[src/rtl/axis_pkg.sv]
// Shared defaults, sizing helper and beat layout for the AXI-Stream FIFO.
package axis_pkg;

  // Default build of the FIFO: byte-wide stream, 16 beats, early warning at 12.
  localparam int AXIS_DATA_WIDTH = 8;
  localparam int AXIS_DEPTH      = 16;
  localparam int AXIS_AF_THRESH  = 12;

  // One stored beat at the default width; tlast sits above tdata so a beat
  // packs into a single (DATA_WIDTH+1)-bit storage word.
  typedef struct packed {
    logic                       tlast;
    logic [AXIS_DATA_WIDTH-1:0] tdata;
  } axis_beat_t;

  // Number of address bits needed for 'value' entries, never less than 1 so
  // a degenerate depth still yields a legal vector width.
  function automatic int clog2_min1(input int value);
    int bits;
    bits = 1;
    while ((1 << bits) < value) begin
      bits = bits + 1;
    end
    return bits;
  endfunction

  // Storage word width for a beat of the given data width.
  function automatic int beat_width(input int data_width);
    return data_width + 1;
  endfunction

endpackage

[src/rtl/axis_fifo_mem.sv]
// Simple dual-port storage: synchronous write, asynchronous read.
// The asynchronous read lets the FIFO present its head beat in the same
// cycle the read pointer moves (first-word-fall-through).
module axis_fifo_mem
  import axis_pkg::*;
#(
  parameter int WIDTH  = beat_width(AXIS_DATA_WIDTH),
  parameter int DEPTH  = AXIS_DEPTH,
  parameter int ADDR_W = clog2_min1(DEPTH)
) (
  input  logic              clk,
  input  logic              we,
  input  logic [ADDR_W-1:0] waddr,
  input  logic [WIDTH-1:0]  wdata,
  input  logic [ADDR_W-1:0] raddr,
  output logic [WIDTH-1:0]  rdata
);

  // Contents are never reset; the FIFO pointers decide what is valid.
  logic [WIDTH-1:0] mem_reg [DEPTH];

  // Write port: one word per clock when enabled.
  always_ff @(posedge clk) begin
    if (we) begin
      mem_reg[waddr] <= wdata;
    end
  end

  // Read port is combinational from the current read address.
  assign rdata = mem_reg[raddr];

endmodule

[src/rtl/axis_fifo_param.sv]
// Parametrised AXI-Stream FIFO with first-word-fall-through output,
// occupancy count and almost-full flag. TLAST is carried untouched.
module axis_fifo_param
  import axis_pkg::*;
#(
  parameter int DATA_WIDTH = AXIS_DATA_WIDTH,
  parameter int DEPTH      = AXIS_DEPTH,
  parameter int AF_THRESH  = AXIS_AF_THRESH
) (
  input  logic                    clk,
  input  logic                    reset,
  input  logic [DATA_WIDTH-1:0]   s_axis_tdata,
  input  logic                    s_axis_tlast,
  input  logic                    s_axis_tvalid,
  output logic                    s_axis_tready,
  output logic [DATA_WIDTH-1:0]   m_axis_tdata,
  output logic                    m_axis_tlast,
  output logic                    m_axis_tvalid,
  input  logic                    m_axis_tready,
  output logic [$clog2(DEPTH):0]  count,
  output logic                    almost_full
);

  localparam int PTR_W  = clog2_min1(DEPTH);
  localparam int CNT_W  = $clog2(DEPTH) + 1;
  localparam int BEAT_W = beat_width(DATA_WIDTH);

  localparam logic [CNT_W-1:0] CNT_ONE   = CNT_W'(1);
  localparam logic [CNT_W-1:0] CNT_ZERO  = '0;
  localparam logic [CNT_W-1:0] CNT_DEPTH = CNT_W'(DEPTH);
  localparam logic [CNT_W-1:0] CNT_AF    = CNT_W'(AF_THRESH);
  localparam logic [PTR_W-1:0] PTR_ONE   = PTR_W'(1);

  // Beat layout at this instance's data width.
  typedef struct packed {
    logic                  tlast;
    logic [DATA_WIDTH-1:0] tdata;
  } beat_t;

  logic [PTR_W-1:0] wr_ptr_reg, wr_ptr_next;
  logic [PTR_W-1:0] rd_ptr_reg, rd_ptr_next;
  logic [CNT_W-1:0] count_reg,  count_next;
  logic             s_ready_reg, s_ready_next;
  logic             m_valid_reg, m_valid_next;
  logic             af_reg,      af_next;

  logic             push;
  logic             pop;
  beat_t            wr_beat;
  beat_t            rd_beat;
  logic [BEAT_W-1:0] rd_word;

  // Handshakes use only registered ready/valid, so neither side's ready
  // depends combinationally on its own valid.
  assign push = s_axis_tvalid && s_ready_reg;
  assign pop  = m_valid_reg && m_axis_tready;

  assign wr_beat.tlast = s_axis_tlast;
  assign wr_beat.tdata = s_axis_tdata;

  axis_fifo_mem #(
    .WIDTH  (BEAT_W),
    .DEPTH  (DEPTH),
    .ADDR_W (PTR_W)
  ) u_mem (
    .clk   (clk),
    .we    (push),
    .waddr (wr_ptr_reg),
    .wdata (wr_beat),
    .raddr (rd_ptr_reg),
    .rdata (rd_word)
  );

  assign rd_beat = beat_t'(rd_word);

  // Next-state for pointers, occupancy and the registered flags. The flags
  // are computed from the post-update count so they are exact on every cycle.
  always_comb begin
    wr_ptr_next  = wr_ptr_reg;
    rd_ptr_next  = rd_ptr_reg;
    count_next   = count_reg;
    if (push) begin
      wr_ptr_next = wr_ptr_reg + PTR_ONE;
    end
    if (pop) begin
      rd_ptr_next = rd_ptr_reg + PTR_ONE;
    end
    unique case ({push, pop})
      2'b10:   count_next = count_reg + CNT_ONE;
      2'b01:   count_next = count_reg - CNT_ONE;
      default: count_next = count_reg;
    endcase
    s_ready_next = (count_next < CNT_DEPTH);
    m_valid_next = (count_next != CNT_ZERO);
    af_next      = (count_next >= CNT_AF);
  end

  // State registers; reset discards every stored beat and closes both ports.
  always_ff @(posedge clk) begin
    if (reset) begin
      wr_ptr_reg  <= '0;
      rd_ptr_reg  <= '0;
      count_reg   <= '0;
      s_ready_reg <= 1'b0;
      m_valid_reg <= 1'b0;
      af_reg      <= 1'b0;
    end else begin
      wr_ptr_reg  <= wr_ptr_next;
      rd_ptr_reg  <= rd_ptr_next;
      count_reg   <= count_next;
      s_ready_reg <= s_ready_next;
      m_valid_reg <= m_valid_next;
      af_reg      <= af_next;
    end
  end

  assign s_axis_tready = s_ready_reg;
  assign m_axis_tvalid = m_valid_reg;
  assign m_axis_tdata  = rd_beat.tdata;
  assign m_axis_tlast  = rd_beat.tlast;
  assign count         = count_reg;
  assign almost_full   = af_reg;

endmodule
[config.mk]
export PLATFORM = sky130hd
export DESIGN_NAME = axis_fifo_param
export DESIGN_NICKNAME = d
export VERILOG_FILES = /design/src/rtl/axis_pkg.sv /design/src/rtl/axis_fifo_mem.sv /design/src/rtl/axis_fifo_param.sv
export SDC_FILE = /design/constraint.sdc
export NUM_CORES = 1
export LEC_CHECK = 0
export CAP_MARGIN = 10
export CORE_AREA = 2 2 112 114
export DETAILED_ROUTE_END_ITERATION = 8
export DIE_AREA = 0 0 114 116
export GPL_TIMING_DRIVEN = 0
export MAX_ROUTING_LAYER = met4
export PLACE_DENSITY = 0.72
export SLEW_MARGIN = 20
export SYNTH_ARGS = -nofsm -noshare
export SYNTH_HDL_FRONTEND = slang
export SYNTH_HIERARCHICAL = 1
export SYNTH_SLANG_ARGS = --single-unit
export TNS_END_PERCENT = 100
[constraint.sdc]
create_clock -name clk -period 3.33 [get_ports clk]
set_clock_uncertainty 0.2 [all_clocks]
set_input_delay 0.333 -clock clk [delete_from_list [all_inputs] [get_ports clk]]
set_output_delay 0.333 -clock clk [all_outputs]
set_load 0.02 [all_outputs]
==> results.json, run 1 <==
{
  "seq_area_frac_synth_pct": 71.4,
  "syn_inst": 348,
  "rows": 40,
  "drc": 0,
  "slowest_stage": "clkdlybuf4s50_1",
  "drt_iter0_markers": 360,
  "yosysMostFrequentCell": "edfxtp_1",
  "final.setup.tns_ns": 0,
  "antenna_found_initial": 0,
  "ctsRootBufferMaster": "clkbuf_16",
  "ys_top_cells_by_count": "edfxtp_1, nor2_1, mux4_2, a22oi_1, nand2_1",
  "r2r-end": "m_axis_tvalid$_SDFF_PP0_",
  "cellInternalPower_uw": 3850,
  "ir_worst_vdd_mv": 0.409,
  "io_buffers": 29,
  "grt_use_total_pct": 22.5,
  "critical_path.startpoint_type": "flip-flop",
  "area_growth_pct": 16.8,
  "seqPwrFrac_pct": 44.9,
  "syn_nets": 366,
  "clock_latency_ns": 0.42,
  "grt_pass1_vias": 3457,
  "ys_ff_latch": 160,
  "rsz0062_at_grt": "false",
  "clk_pin_slew_ns": 0.06,
  "crit_arrival_ns": 2.70,
  "wire_per_inst_microns": 23.4,
  "period_needed_ns": 3.24,
  "synth.top_cell.area_share_pct": 66.5,
  "layout.nets": 416,
  "die_w_microns": 114,
  "clock_sinks": 160,
  "criticalPathCategory": "flip-flop to output pin",
  "io_pins": 30,
  "cp_top_family": "buffers and inverters",
  "leakagePower_uw": 0.00250,
  "r2r_start": "s_axis_tready$_SDFF_PP0_",
  "largest_register_ffs": 144,
  "path_cells": "buf_6 -> buf_6 -> mux4_2 -> a22oi_1 -> nand2_1 -> clkdlybuf4s50_1",
  "status": "finished clean",
  "slew_violations": 0,
  "cap_violations": 0,
  "cts_made_buffers": 17,
  "yosys-top-cells-area": "edfxtp_1, mux4_2, mux4_1",
  "swShare_pct": 26.0,
  "antenna_violating_nets_post_route": 0,
  "post_dp_cell_area_sq_um": 7020,
  "firstDrtPassIters": 4,
  "whs_ns": 0.332,
  "clock_tree.buffer_depth": 2,
  "reg2regPathDepth": 11,
  "clock_power_share_pct": 34.7,
  "crit_buf_inv": 3,
  "wl_microns": 13100,
  "worstPathRequired_ns": 2.80,
  "vias_per_cell": 6.08,
  "fin_ws_ns": 0.0929,
  "critPathMaxStageDelay_ns": 0.55,
  "crit_top_cell": "buf_6",
  "cts_tree": "yes",
  "antennaDiodeCount": 0,
  "synth_ff_type": "edfxtp_1",
  "post_cts_buffers": 0,
  "ff2ff_setup_slack_ns": 0.73,
  "slew_headroom_pct": 37.7,
  "crit_path_end_kind": "output pin",
  "drive_gt1_share_pct": 19.5,
  "syn_avg_cell_area_sq_um": 18.7,
  "setup_viol": 0,
  "via_count": 3390,
  "dp_hpwl_microns": 8290,
  "timing.final.crit_share_pct": 97.2,
  "initial_core_util_pct": 54.6,
  "p_sw_uw": 1350,
  "final_hold_viol_count": 0,
  "cp_max_fo": 10,
  "pwr-share-comb_pct": 20.4,
  "fp.dieH_microns": 116,
  "synth_edf_count": 144,
  "core_area_sq_um": 11900,
  "design_power_total_uw": 5200,
  "place_congestion": 0.845,
  "min_from": "rd_ptr_reg[1]$_SDFFE_PP0P_",
  "max_slew.worst_pin.slew_ns": 0.931,
  "clock.fmax_mhz": 309,
  "grt_max_degree": 17,
  "fillCellCount": 835,
  "dp_slack_ns": 0.243,
  "async_flop_share_pct": 0,
  "dieArea_sq_um": 13200,
  "grt.overflow.total": 0,
  "synth.largest_area_cell": "edfxtp_1",
  "hold-path-endpoint": "rd_ptr_reg[1]$_SDFFE_PP0P_",
  "hold_path.class": "flip-flop to flip-flop",
  "synth_cell_types": 50,
  "htreeDepth": 4,
  "p_per_area_nw_per_um2": 685,
  "hold_depth": 2,
  "netlist_area_sq_um": 6510,
  "grt_pass1_wl_microns": 20200,
  "yosys_warnings": 6,
  "final_cell_area_sq_um": 7600
}
[per-stage QoR]
stage	utilization, %	instances
floorplan	-	348
global placement	58.6	524
CTS	63.6	558
finish	63.8	558
detailed placement	58.9	526
global route	63.8	558
[worst max path at each step]
stage | start | to | slack [ns] | cells past startpoint
floorplan | s_axis_tready$_SDFF_PP0_ | u_mem/mem_reg[0][0]$_DFFE_PP_ | 0.78 | 5
global placement | s_axis_tvalid | u_mem/mem_reg[0][8]$_DFFE_PP_ | -0.06 | 6
detailed placement | s_axis_tvalid | m_axis_tvalid$_SDFF_PP0_ | 0.24 | 12
CTS | rd_ptr_reg[0]$_SDFFE_PP0P_ | m_axis_tdata[0] | 0.004 | 6
global route | rd_ptr_reg[0]$_SDFFE_PP0P_ | m_axis_tdata[3] | 0.001 | 6
finish | rd_ptr_reg[0]$_SDFFE_PP0P_ | m_axis_tdata[4] | 0.09 | 6
[worst register-to-register path, delay by kind of cell (launching register included)]
| family | cells | cell delay (ns) |
|---|---|---|
| AO/OA/AOI/OAI | 4 | 0.65 |
| buffers and inverters | 2 | 0.21 |
| adder cells (fa/ha/maj) | 1 | 0.21 |
| flip-flops | 1 | 0.34 |
| AND/OR/NAND/NOR | 3 | 0.71 |
| XOR/XNOR | 1 | 0.17 |
[cells in the final DEF, fill, tap and decap left out, drive strengths merged, types with 2 or more instances in the layout]
master         instances
edfxtp               144
mux4                  36
nor2                  28
clkdlybuf4s50         27
clkbuf                23
nand2                 20
a22oi                 19
dfxtp                 16
buf                   12
clkinv                 8
nor3                   7
nand2b                 6
xor2                   5
nand4                  5
ha                     5
inv                    5
a21oi                  4
clkinvlp               4
nand3                  3
xnor2                  2
o2111ai                2
nor4                   2
o21ai                  2
nor2b                  2
bufinv                 2
dlymetal6s2s           2
nand3b                 2
a41oi                  2
[timing repair]
item                                    CTS  global route
hold endpoints to repair                  0             0
endpoints found under the setup margin    4             5
hold buffers                              0             0
gates resized for setup                   2             6
[cells by family (layout without fill, tap and decap cells)]
family,Yosys count,count (layout),synth area share (%)
XOR/XNOR,7,7,0.942
multiplexers,37,37,13.5
flip-flops,160,160,71.4
AND/OR/NAND/NOR,80,80,6.02
buffers and inverters,21,84,2.40
AO/OA/AOI/OAI,38,38,4.81
adder cells (fa/ha/maj),5,5,0.962
[per-layer routing]
metal,global-route usage [%],part of all wire [%],routed length [microns]
met1,30.5,44,5740
met2,34.1,49,6430
met3,4.24,4.5,587
met4,8.86,2.5,327
met5,-,0,0
[area by class of cell]
cell class | instances | area (sq um) | area share, %
clock buffer | 18 | 429 | 5.65
sequential | 160 | 4640 | 61.1
multi-input combinational | 167 | 1750 | 23.0
timing repair buffer | 31 | 310 | 4.08
clock inverter | 14 | 124 | 1.63
tap | 147 | 184 | 2.42
inverter | 5 | 18.8 | 0.247
buffer | 16 | 143 | 1.88
[power groups by stage]
stage / Sequential, uW / Combinational [uW] / Clock, uW
6_report: 2330 / 1060 / 1810
5_1_grt: 2340 / 1150 / 1920
4_1_cts: 2330 / 1060 / 1850
3_5_place_dp: 2370 / 1050 / 0
3_3_place_gp: 2370 / 1030 / 0
2_1_floorplan: 2410 / 664 / 0
(Power assumes the default switching activity.)
==> run 2: changes to the inputs <==
Settings changed: CTS_CLUSTER_DIAMETER from default to 200.
==> results of run 2 <==
Final layout, timing and power as in run 1 (identical DEF).
